[src/rtl/gate_deadtime_driver.sv]
// gate_deadtime_driver: complementary half-bridge gate drive with dead time,
// minimum on-time, enable gating and a switching-event counter.
//
// Ports:
//   i_clk, i_reset (async, active low)
//   i_enable   : 0 forces both gates off
//   i_sigma    : 1 = high side requested, 0 = low side requested
//   dead_time  : dead-time length in cycles (0 behaves as 1)
//   min_on     : minimum on-time of either gate in cycles
//   o_gate_H/L : gate commands, never both high
//   o_busy     : in a dead-time state
//   o_pending  : commutation requested but min_on not yet reached
//   o_sw_count : ON-state entries, wrapping
module gate_deadtime_driver #(
   parameter int CNT_W = 16,
   parameter int EVT_W = 16
) (
   input  logic             i_clk,
   input  logic             i_reset,
   input  logic             i_enable,
   input  logic             i_sigma,
   input  logic [CNT_W-1:0] dead_time,
   input  logic [CNT_W-1:0] min_on,
   output logic             o_gate_H,
   output logic             o_gate_L,
   output logic             o_busy,
   output logic             o_pending,
   output logic [EVT_W-1:0] o_sw_count
);

   typedef enum logic [2:0] {
      S_OFF,
      S_DT_H,
      S_DT_L,
      S_ON_H,
      S_ON_L
   } state_t;

   state_t           state, state_nxt;
   logic [CNT_W-1:0] cnt, cnt_nxt;
   logic [CNT_W-1:0] cnt_sat, dt_eff;
   logic [EVT_W-1:0] sw_cnt;
   logic             sw_inc;

   assign dt_eff  = (dead_time == '0) ? CNT_W'(1) : dead_time;
   assign cnt_sat = (cnt == '1) ? cnt : cnt + CNT_W'(1);

   always_comb begin
      state_nxt = state;
      cnt_nxt   = cnt;
      sw_inc    = 1'b0;
      if (!i_enable) begin
         state_nxt = S_OFF;
         cnt_nxt   = '0;
      end else begin
         unique case (state)
            S_OFF: begin
               state_nxt = i_sigma ? S_DT_H : S_DT_L;
               cnt_nxt   = CNT_W'(1);
            end
            S_DT_H, S_DT_L: begin
               // sigma is ignored here: the commutation always completes
               if (cnt >= dt_eff) begin
                  state_nxt = (state == S_DT_H) ? S_ON_H : S_ON_L;
                  cnt_nxt   = CNT_W'(1);
                  sw_inc    = 1'b1;
               end else begin
                  cnt_nxt = cnt + CNT_W'(1);
               end
            end
            S_ON_H: begin
               if (!i_sigma && cnt >= min_on) begin
                  state_nxt = S_DT_L;
                  cnt_nxt   = CNT_W'(1);
               end else begin
                  cnt_nxt = cnt_sat;
               end
            end
            S_ON_L: begin
               if (i_sigma && cnt >= min_on) begin
                  state_nxt = S_DT_H;
                  cnt_nxt   = CNT_W'(1);
               end else begin
                  cnt_nxt = cnt_sat;
               end
            end
            default: begin
               state_nxt = S_OFF;
               cnt_nxt   = '0;
            end
         endcase
      end
   end

   always_ff @(posedge i_clk or negedge i_reset) begin
      if (!i_reset) begin
         state  <= S_OFF;
         cnt    <= '0;
         sw_cnt <= '0;
      end else begin
         state <= state_nxt;
         cnt   <= cnt_nxt;
         if (sw_inc) sw_cnt <= sw_cnt + EVT_W'(1);
      end
   end

   assign o_gate_H   = (state == S_ON_H);
   assign o_gate_L   = (state == S_ON_L);
   assign o_busy     = (state == S_DT_H) || (state == S_DT_L);
   assign o_sw_count = sw_cnt;

   // Request for the other side is visible before min_on has elapsed
   assign o_pending  = (cnt < min_on) &&
                       (((state == S_ON_H) && !i_sigma) ||
                        ((state == S_ON_L) &&  i_sigma));

endmodule

[config.mk]
export PLATFORM = sky130hd
export DESIGN_NAME = gate_deadtime_driver
export DESIGN_NICKNAME = d
export VERILOG_FILES = /design/src/rtl/gate_deadtime_driver.sv
export SDC_FILE = /design/constraint.sdc
export NUM_CORES = 1
export LEC_CHECK = 0
export ABC_CLOCK_PERIOD_IN_PS = 2700
export CAP_MARGIN = 20
export CORE_UTILIZATION = 30
export CTS_BUF_LIST = sky130_fd_sc_hd__clkbuf_4
export CTS_CLUSTER_SIZE = 12
export DETAILED_ROUTE_END_ITERATION = 7
export HOLD_SLACK_MARGIN = 0.03
export PLACE_DENSITY_LB_ADDON = 0.1
export SYNTH_ARGS = -nofsm -noshare
export SYNTH_HDL_FRONTEND = slang
export SYNTH_SLANG_ARGS = --single-unit
export TNS_END_PERCENT = 100
[constraint.sdc]
create_clock -name i_clk -period 2.7 [get_ports i_clk]
set_clock_uncertainty 0.15 [all_clocks]
set_input_delay 0.27 -clock i_clk [delete_from_list [all_inputs] [get_ports i_clk]]
set_output_delay 0.27 -clock i_clk [all_outputs]
set_load 0.02 [all_outputs]
# [Yosys cells after proc, flatten, opt, wreduce, memory -nomap -nowiden]
# Index checks and enable logic that the tools add are counted.
[totals] wordCells=45 reg_bits=35 out_inout_bits=20
[op_classes] n_lt_le_gt_ge=3 n_addsub=2 eq_ne=8 n_mux=17 reduce_logical=12
[op_table] op="$mux 16" n=6
[op_table] op="$pmux 16 s4" n=1
[op_table] op="$add 16x1->16 const B" n=2
[op_table] op="$ge 16x16->1" n=2
[op_table] op="$eq 16x16->1 const B" n=1
[op_table] op="$logic_not 16->1" n=1
[op_table] op="$lt 16x16->1" n=1
[op_table] op="$mux 3" n=5
[op_table] op="$pmux 3 s4" n=1
[op_table] op="$eq 3x2->1 const B" n=2
[op_table] op="$ne 3x2->1 const B" n=2
[op_table] op="$logic_and 1x1->1" n=5
[op_table] op="$eq 3x1->1 const B" n=1
[op_table] op="$eq 3x3->1 const B" n=1
[op_table] op="$logic_not 3->1" n=1
[op_table] op="$mux 1" n=3
[op_table] op="$ne 3x3->1 const B" n=1
[op_table] op="$reduce_and 3->1" n=1
[op_table] op="$logic_or 1x1->1" n=2
[op_table] op="$mux 2" n=1
[op_table] op="$reduce_or 2->1" n=1
[op_table] op="$logic_not 1->1" n=1

# [Longest topological paths before layout]
# Gate-level depths: netlist of run 1.
[logic_depth] word_depth=6 mapped_depth=12 mapped_depth_nobuf=10

# [Worst setup path before layout of run 1]
# Ideal clock, no wire load.
[synth_timing] path_kind="input -> register" from="input dead_time[8]" to="register sw_cnt[15], in the netlist o_sw_count[15]" path_slack_ns=0.412 stages=12 path_buffers=2 arrival_ns=2.058 path_cell_list="nor4_1 -> a41o_1 -> ha_1 -> nor2b_1 -> o21ai_1 -> a211oi_2 -> o21ai_1 -> and3_1 -> buf_2 -> buf_6 -> nand4_1 -> xnor2_1"
[synth_between] elab_chain_len=6
[synth_lines] element="start, declared" line="22" source="input logic [CNT_W-1:0] dead_time,"
[synth_lines] element="$logic_not 16->1" line="45" source="assign dt_eff = (dead_time == '0) ? CNT_W'(1) : dead_time;"
[synth_lines] element="$mux 16 *" line="45"
[synth_lines] element="$ge 16x16->1 *" line="63" source="if (cnt >= dt_eff) begin"
[synth_lines] element="$mux 1 *" line="63"
[synth_lines] element="$mux 1 *" line="56" source="unique case (state)"
[synth_lines] element="$mux 1 *" line="52" source="if (!i_enable) begin"
[synth_lines] element="end signal, assigned" line="103" source="if (sw_inc) sw_cnt <= sw_cnt + EVT_W'(1);"
[synth_lines] element="end, declared" line="42" source="logic [EVT_W-1:0] sw_cnt;"
# Mark *: on every way between the ends. The rest lies on a longest branch, timed or not.
# A chain may end at the register's enable or synchronous reset.

# [Worst setup path in the final report of run 1]
[layout_timing] from="input dead_time[4]" to="register cnt[2]"
[layout_between] elab_chain_len=6
[layout_lines] element="$logic_not 16->1" line="45"
[layout_lines] element="$mux 16 *" line="45"
[layout_lines] element="$ge 16x16->1 *" line="63"
[layout_lines] element="$mux 16 *" line="63"
[layout_lines] element="$pmux 16 s4 *" line="56"
[layout_lines] element="$mux 16 *" line="52"
[layout_lines] element="named net cnt_nxt[2]" line="40" source="logic [CNT_W-1:0] cnt, cnt_nxt;"
[layout_lines] element="end signal, assigned" line="102" source="cnt <= cnt_nxt;"
[layout_lines] element="end, declared" line="40"
# The timed path passes the listed nets; every way through them passes the cells marked *.

==> impl_metrics.json, run 1 <==
{
  "yosys_most_used_dff": "dfrtp_1",
  "postSynthNetCount": 399,
  "worst_slew_margin_rel_pct": 46.8,
  "htreeDepth": 2,
  "design.die.area_sq_um": 9700,
  "ioPinCount": 56,
  "synth_edf_count": 0,
  "cell_area_after_synthesis_sq_um": 2790,
  "detail-route-antenna-nets": 0,
  "tightestPinTransition_ns": 0.797,
  "num_vias": 2530,
  "portBuffers": 55,
  "cts_tree": "built",
  "critical_path_buf_inv_count": 2,
  "timing.final.ws_setup_ns": 0.123,
  "cp_class": "in -> reg",
  "unrepaired_setup_endpoints_after_global_routing": "true",
  "synth.yosys.seq_area_share_pct": 31.3,
  "setup_viols_final": 0,
  "fillers": 905,
  "wl_per_cell_microns": 13.6,
  "layout_cell_area_excl_fill_sq_um": 3820,
  "antenna_found_initial": 0,
  "power_density_nw_per_um2": 436,
  "ctsRootBufferMaster": "clkbuf_4",
  "failing_checks": "DRC",
  "final_cell_count_no_fill": 522,
  "power_leakage_nw": 1.84,
  "post-place-cells": 513,
  "seq_power_share_pct": 36.0,
  "most_common_cell_type_on_the_critical_path": "nor2_4",
  "outcome": "finished with violations",
  "critPathSlowestCell": "clkdlybuf4s50_1",
  "layout.nets": 483,
  "start_util_pct": 31.6,
  "detail_route.drc_violations": 4,
  "postSynthCellCount": 329,
  "synth-async-reset-ratio_pct": 100,
  "maxClockFrequency_mhz": 388,
  "cts_inserted_buffers": 5,
  "power_switching_w": 0.000618,
  "detailedRoute.firstIterationViolations": 110,
  "routed_via_density": 4.85,
  "power.share.clock_pct": 23.3,
  "dieWidth_microns": 98.5,
  "area_used_by_multi_input_combinational_logic_sq_um": 1800,
  "critical_path.endpoint_type": "flop",
  "detailedPlacementHpwl_microns": 5690,
  "register_area_sq_um": 876,
  "antenna_cells": 0,
  "p_int_w": 0.00105,
  "drt_pre_antenna_iters": 8,
  "clk-insertion-delay-late_ns": 0.35,
  "power.share.combinational_pct": 40.7,
  "cts_setup_buffers": 0,
  "dp_worst_setup_slack_ns": -0.469,
  "final.hold.worst_slack_ns": 0.323,
  "syn_to_final_growth_pct": 36.9,
  "finalCriticalPeriod_ns": 2.58,
  "totalNegativeSetupSlack_ns": 0,
  "overflow": 0,
  "finalHoldViolations": 0,
  "floorplan.core_area_sq_um": 8850,
  "placementRows": 34,
  "die_h_microns": 98.5,
  "totalWireLength_microns": 7120,
  "finalCritPeriodShare_pct": 95.4,
  "synth.avg_cell_area_sq_um": 8.49,
  "clkTransAtPathRegs_ns": 0.11,
  "globalRouteTotalUtil_pct": 16.0,
  "min-delay-path-class": "reg -> reg",
  "synth.ff_latch_count": 35,
  "dpl-instance-area_sq_um": 3650,
  "final_weighted_congestion_in_routability_driven_placement": 0.761,
  "crit_path_cell_trace": "clkdlybuf4s50_1 > nor4_2 > a41o_1 > ha_1 > nor2b_1 > o21ai_1 > a211oi_2 > o21ai_2 > buf_4 > nor2_4 > nor2_4 > o31ai_4",
  "switching_share_pct": 37.0,
  "layout-drive-gt1-share_pct": 16.2,
  "synth_warnings": 0,
  "clock-sinks": 35,
  "grt_pass1_vias": 2540,
  "pins_over_slew_limit": 0,
  "worst_ep_arrival_ns": 2.67,
  "worst-endpoint-required_ns": 2.80,
  "peakVddDrop_uv": 373,
  "critical_path.top_delay_family": "compound AO/OA/AOI/OAI gates",
  "cp_max_fo": 7,
  "max-clock-path-buffers": 2,
  "largest_net_degree_at_the_start_of_global_routing": 36,
  "cpPeakStageDelay_ns": 0.44,
  "synthDistinctLibCells": 46,
  "max_cap_viol_count": 0,
  "wire_length_of_the_first_global_routing_pass_microns": 12400,
  "critical_path.startpoint_type": "input pin"
}
## metrics by stage
stage / utilization [%] / power [W]
final: 43.2 / 0.00167
after global routing: 43.2 / 0.00179
after CTS: 42.5 / 0.00164
after detailed placement: 41.2 / 0.00123
after global placement: 41.2 / 0.00123
after floorplan: - / 0.000974
## area by class of cell
cell class | instances | share of cell area [%]
Clock inverter | 3 | 1.14
Sequential cell | 35 | 22.9
Tap cell | 108 | 3.53
Clock buffer | 5 | 0.981
Inverter | 38 | 3.73
Multi-Input combinational cell | 247 | 47.1
Timing Repair Buffer | 86 | 20.6
## final timing paths
check	end	start	depth (start not counted)	slack, ns
setup / recovery	cnt[2]$_DFF_PN0_	dead_time[4]	12	0.12
hold reg to reg	o_sw_count[15]$_DFFE_PN0P_	o_sw_count[15]$_DFFE_PN0P_	1	0.32
hold / removal	o_sw_count[15]$_DFFE_PN0P_	o_sw_count[15]$_DFFE_PN0P_	1	0.32
min in group asynchronous	o_sw_count[4]$_DFFE_PN0P_	i_reset	2	0.39
max in group asynchronous	cnt[11]$_DFF_PN0_	i_reset	2	1.51
setup reg to reg	state[1]$_DFFE_PN0P_	cnt[13]$_DFF_PN0_	9	0.18
## cell families (layout without fill, tap and decap cells)
family / count (synthesis) / in the layout / share of synthesized area [%]
multiplexers: 1 / 1 / 0.403
AO/OA/AOI/OAI: 66 / 66 / 15.1
XOR/XNOR: 29 / 29 / 9.09
buffers and inverters: 47 / 132 / 6.94
adder cells (fa/ha/maj): 34 / 34 / 15.2
AND/OR/NAND/NOR: 117 / 117 / 21.9
flip-flops: 35 / 35 / 31.3
## cells in the final DEF, fill, tap and decap left out, types with 4 or more instances in the layout
cell and instances:
ha_1 34, nor3_1 6, nand2_1 29, buf_4 29, o21ai_0 16, a21oi_1 20
nor2_1 25, dfrtp_1 35, clkbuf_4 5, inv_1 38, nand3_1 16, xor2_1 9
clkdlybuf4s50_1 50, xnor2_1 20, and3_4 4, nand4_1 16
## layer usage
layer	wire, microns	share of wire (%)	global-route usage [%]	up-vias
met2	3020	42	25.6	54
met5	0	0	0	-
met3	247	3.5	2.13	9
met1	3760	53	22.9	1136
li1	-	-	-	1331
met4	93	1.3	4.25	0
## Yosys cell counts, types with 2 or more instances
cell type	n	area, sq um
inv_1	38	143
dfrtp_1	35	876
ha_1	34	425
nand2_1	29	109
nor2_1	25	93.8
a21oi_1	20	100
xnor2_1	20	175
o21ai_0	17	85.1
nand3_1	16	80.1
nand4_1	16	100
xor2_1	9	78.8
nor3_1	7	35.0
o31ai_1	7	52.6
buf_2	5	25.0
and3_4	4	45.0
a211oi_1	3	22.5
a2bb2oi_1	3	26.3
a31oi_1	3	18.8
and3_1	3	18.8
nand2b_1	3	18.8
nor4_1	3	18.8
and4_1	2	17.5
clkbuf_1	2	7.51
nor2_4	2	22.5
o21ai_1	2	10.0
## state kept, by name, indices dropped and copies added, names as in the netlist
name / flops
cnt: 16
o_sw_count: 16
state: 3
## power by group through the flow
stage	Combinational, W	Clock, W	Sequential [W]
2_1_floorplan	0.000399	0	0.000575
3_3_place_gp	0.000616	0	0.000612
3_5_place_dp	0.000615	0	0.000613
4_1_cts	0.000631	0.000409	0.000602
5_1_grt	0.000751	0.000429	0.000610
6_report	0.000678	0.000389	0.000601
## repair_timing
item / in CTS / in global routing
hold buffers: 1 / 0
setup endpoints to repair: 28 / 23
gates resized for setup: 6 / 17
hold endpoints to repair: 35 / 0
pin swaps: 1 / 7
(Power assumes the default switching activity.)
==> inputs of run 2 (changes only) <==
Settings changed: PLACE_DENSITY from default to 0.62, PLACE_DENSITY_LB_ADDON 0.1 to default, SKIP_CTS_REPAIR_TIMING from default to 1.
==> impl_metrics.json, run 2 (synthesis results as in run 1) <==
{
  "largest_net_degree_at_the_start_of_global_routing": 36,
  "max_cap_viol_count": 0,
  "finalCritPeriodShare_pct": 95.5,
  "design.die.area_sq_um": 9700,
  "finalCriticalPeriod_ns": 2.58,
  "finalHoldViolations": 0,
  "grt_pass1_vias": 2504,
  "critical_path.startpoint_type": "input pin",
  "maxClockFrequency_mhz": 388,
  "num_vias": 2674,
  "totalNegativeSetupSlack_ns": 0,
  "layout-drive-gt1-share_pct": 18.4,
  "cp_max_fo": 4,
  "antenna_cells": 0,
  "wl_met1_microns": 3440,
  "placementRows": 34,
  "overflow": 0,
  "min-delay-path-class": "in -> async",
  "cp_class": "in -> out",
  "detail_route.drc_violations": 1,
  "max-clock-path-buffers": 2,
  "detailroute.wirelength.met2_microns": 3470,
  "top_layer": "met4",
  "antenna_found_initial": 0,
  "outcome": "finished with violations",
  "final_common_cell": "clkdlybuf4s50_1",
  "routed_via_density": 5.03,
  "syn_to_final_growth_pct": 40.3,
  "portBuffers": 55,
  "failing_checks": "DRC",
  "fillers": 872,
  "power.total_w": 0.00169,
  "dieWidth_microns": 98.5,
  "detail-route-antenna-nets": 0,
  "worst_ep_arrival_ns": 2.16,
  "drt_pre_antenna_iters": 8,
  "critPathLaunch": "min_on[13]",
  "area_used_by_multi_input_combinational_logic_sq_um": 1800,
  "cts_tree": "built",
  "detailedRoute.firstIterationViolations": 170,
  "layout.nets": 493,
  "globalRouteTotalUtil_pct": 15.4,
  "tightestPinTransition_ns": 0.506,
  "clkTransAtPathRegs_ns": 0.11,
  "die_h_microns": 98.5,
  "peakVddDrop_uv": 405,
  "reg2reg_depth": 10,
  "timing.rr.end": "cnt[2]$_DFF_PN0_",
  "worst_slew_margin_rel_pct": 66.2,
  "ioPinCount": 56,
  "clock-sinks": 35,
  "htreeDepth": 2,
  "start_util_pct": 31.6,
  "most-common-layout-cells": "clkdlybuf4s50_1 (48), buf_4 (39), inv_1 (38)",
  "totalWireLength_microns": 7320,
  "floorplan.core_area_sq_um": 8850,
  "wire_length_of_the_first_global_routing_pass_microns": 12000,
  "worst-endpoint-required_ns": 2.28,
  "wl_per_cell_microns": 13.8,
  "reg2reg_from": "cnt[14]$_DFF_PN0_",
  "register_area_sq_um": 876,
  "pins_over_slew_limit": 0,
  "power_leakage_nw": 1.93,
  "ctsRootBufferMaster": "clkbuf_4",
  "power_density_nw_per_um2": 432,
  "wl_met3_microns": 334,
  "ff2ff_setup_slack_ns": 0.14,
  "critical_path.endpoint_type": "output port",
  "clk-insertion-delay-late_ns": 0.35,
  "detailedPlacementHpwl_microns": 5680,
  "final_weighted_congestion_in_routability_driven_placement": 0.818,
  "setup_viols_final": 0,
  "cts_inserted_buffers": 5
}
==> run 2: how the worst max path moves through the flow <==
stage / to / slack (ns) / cells past startpoint
detailed placement: state[0]$_DFFE_PN0P_ / -0.33 / 12
floorplan: o_sw_count[15]$_DFFE_PN0P_ / 0.41 / 12
finish: o_pending / 0.12 / 8
CTS: o_pending / -0.26 / 6
global placement: state[0]$_DFFE_PN0P_ / -0.34 / 12
global route: cnt[10]$_DFF_PN0_ / -0.03 / 14
==> run 2: area by class of cell <==
class / count / share of cell area, %
clock inverters: 3 / 0.990
repair buffers: 96 / 22.6
well taps: 108 / 3.45
inverters: 38 / 3.64
flip-flops and latches: 35 / 22.3
multi-input cells: 247 / 46.0
clock buffers: 5 / 0.958
==> run 2: through the flow <==
| stage | std cells | hold WS, ns | instance area [sq um] | util, % | setup WS, ns |
|---|---|---|---|---|---|
| floorplan | 329 | -0.176 | 2790 | - | 0.412 |
| global placement | 520 | 0.313 | 3720 | 42.0 | -0.337 |
| detailed placement | 520 | 0.322 | 3720 | 42.0 | -0.335 |
| CTS | 528 | 0.193 | 3790 | 42.9 | -0.264 |
| global route | 532 | 0.205 | 3920 | 44.3 | -0.0315 |
| finish | 532 | 0.181 | 3920 | 44.3 | 0.122 |
==> run 2: power breakdown <==
part | switching [W] | total (W) | leakage [nW] | internal [W]
logic | 0.000387 | 0.000731 | 1.40 | 0.000344
clock network | 0.000186 | 0.000376 | 0.0426 | 0.000190
registers | 0.0000363 | 0.000585 | 0.485 | 0.000549
total | 0.000609 | 0.00169 | 1.93 | 0.00108
==> run 2: critical path, stage by stage <==
cell and delay [ns]:
clkdlybuf4s50_1 0.46, inv_1 0.04, ha_1 0.31, nand4_1 0.23
nor2_1 0.08, a22oi_1 0.29, and4_1 0.24, dlymetal6s2s_1 0.23
==> run 2: routing by layer <==
metal	up-vias	track usage [%]
met3	7	2.48
met1	1265	20.5
met5	-	0
met2	52	25.8
met4	0	4.13
li1	1350	-
==> inputs of run 3 (changes only) <==
Settings changed: ABC_CLOCK_PERIOD_IN_PS 2700 to 2550, SKIP_LAST_GASP from default to 1.
Clock period 2.7 ns to 2.55 ns, I/O delays scaled along.
==> impl_metrics.json, run 3 (synthesis results as in run 1) <==
{
  "critical_path.startpoint_type": "input pin",
  "clock-sinks": 35,
  "wl_met3_microns": 242,
  "wl_met1_microns": 3550,
  "reg2reg_from": "cnt[11]$_DFF_PN0_",
  "detail-route-antenna-nets": 0,
  "area_used_by_multi_input_combinational_logic_sq_um": 1920,
  "failing_checks": "DRC",
  "finalCriticalPeriod_ns": 2.48,
  "overflow": 0,
  "detailroute.wirelength.met2_microns": 3590,
  "cpPeakStageDelay_ns": 0.46,
  "top_layer": "met4",
  "ctsRootBufferMaster": "clkbuf_4",
  "antenna_cells": 0,
  "crit_path_cell_trace": "clkdlybuf4s50_1 > inv_1 > ha_1 > nand4_1 > nor2_1 > a22oi_2 > buf_4 > a32oi_4 > nor2_4 > buf_6 > o211ai_1 > o41ai_2",
  "reg2reg_depth": 10,
  "final_weighted_congestion_in_routability_driven_placement": 0.847,
  "max-clock-path-buffers": 2,
  "seq_power_share_pct": 34.8,
  "min-delay-path-class": "in -> async",
  "ff2ff_setup_slack_ns": 0.08,
  "finalHoldViolations": 0,
  "htreeDepth": 2,
  "critical_path.top_delay_family": "buffers and inverters",
  "critPathLaunch": "min_on[9]",
  "globalRouteTotalUtil_pct": 15.5,
  "tightestPinTransition_ns": 0.651,
  "dieWidth_microns": 98.5,
  "num_vias": 2696,
  "peakVddDrop_uv": 272,
  "antenna_found_initial": 0,
  "die_h_microns": 98.5,
  "fillers": 865,
  "final_common_cell": "clkdlybuf4s50_1",
  "worst_ep_arrival_ns": 2.56,
  "wl_per_cell_microns": 13.9,
  "detailedPlacementHpwl_microns": 5760,
  "finalCritPeriodShare_pct": 97.2,
  "totalNegativeSetupSlack_ns": 0,
  "drt_pre_antenna_iters": 6,
  "max_cap_viol_count": 0,
  "power.share.combinational_pct": 47.3,
  "path_depth": 12,
  "floorplan.core_area_sq_um": 8850,
  "final_util_pct": 45.8,
  "detailedRoute.firstIterationViolations": 129,
  "critical_path_buf_inv_count": 4,
  "most-common-layout-cells": "clkdlybuf4s50_1 (45), buf_4 (43), inv_1 (38)",
  "final_cell_count_no_fill": 537,
  "cp-endpoint": "state[1]$_DFFE_PN0P_",
  "totalWireLength_microns": 7490,
  "cp_class": "in -> reg",
  "grt_pass1_vias": 2573,
  "pins_over_slew_limit": 0,
  "layout.nets": 498,
  "clk-insertion-delay-late_ns": 0.34,
  "worst_slew_margin_rel_pct": 56.5,
  "timing.rr.end": "state[1]$_DFFE_PN0P_",
  "largest_net_degree_at_the_start_of_global_routing": 36,
  "outcome": "finished with violations",
  "layout-drive-gt1-share_pct": 22.1,
  "power_leakage_nw": 1.96,
  "register_area_sq_um": 877,
  "power.total_w": 0.00176,
  "cts_inserted_buffers": 5,
  "maxClockFrequency_mhz": 403,
  "cp_max_fo": 6,
  "syn_to_final_growth_pct": 45.2,
  "power_density_nw_per_um2": 435,
  "cts_tree": "built",
  "design.die.area_sq_um": 9700,
  "portBuffers": 55,
  "routed_via_density": 5.02,
  "worst-endpoint-required_ns": 2.63,
  "start_util_pct": 31.6,
  "ioPinCount": 56,
  "p_int_w": 0.00108,
  "critical_path.endpoint_type": "flop",
  "wire_length_of_the_first_global_routing_pass_microns": 12100,
  "setup_viols_final": 0,
  "final.hold.worst_slack_ns": 0.153,
  "power.share.clock_pct": 17.9,
  "switching_share_pct": 38.6,
  "critPathSlowestCell": "clkdlybuf4s50_1",
  "placementRows": 34,
  "detail_route.drc_violations": 4,
  "clkTransAtPathRegs_ns": 0.11,
  "post-place-cells": 522,
  "power_switching_w": 0.000681
}
run 3: cell count changes in the layout (fill, tap and decap cells not counted), sizes merged, moves of 2 or more:
cell and change:
clkbuf +2, dlymetal6s2s +2, clkdlybuf4s50 -3, buf +4
run 3: worst min path at each step:
stage / end / slack (ns) / cells after the start
after floorplan: cnt[0]$_DFF_PN0_ / -0.19 / 0
after global placement: o_sw_count[15]$_DFFE_PN0P_ / 0.32 / 1
after detailed placement: o_sw_count[15]$_DFFE_PN0P_ / 0.34 / 1
after CTS: o_sw_count[14]$_DFFE_PN0P_ / 0.17 / 2
after global routing: o_sw_count[14]$_DFFE_PN0P_ / 0.20 / 2
final: o_sw_count[14]$_DFFE_PN0P_ / 0.15 / 2
run 3: power by group through the flow:
stage               Sequential [W]  Combinational (W)  Clock [W]
floorplan                 0.000609           0.000422          0
global placement          0.000625           0.000708          0
detailed placement        0.000624           0.000720          0
CTS                       0.000613           0.000723   0.000321
global route              0.000619           0.000909   0.000359
finish                    0.000615           0.000834   0.000316
run 3: area by class of cell:
class	count	area share [%]
clock inverters	2	0.308
repair buffers	100	22.7
clock buffers	6	1.11
well taps	108	3.33
multi-input cells	248	47.4
inverters	38	3.52
flip-flops and latches	35	21.6
run 3: routing by layer:
metal | track usage, % | vias up
li1 | - | 1358
met1 | 21.6 | 1272
met3 | 1.63 | 8
met4 | 4.02 | 0
met5 | 0 | -
met2 | 25.6 | 58
run 3: metrics by stage:
| step | area (sq um) | setup slack (ns) |
|---|---|---|
| after CTS | 3790 | -0.375 |
| after global routing | 4060 | -0.0522 |
| after global placement | 3730 | -0.488 |
| after detailed placement | 3730 | -0.490 |
| final | 4060 | 0.0709 |
| after floorplan | 2790 | 0.277 |
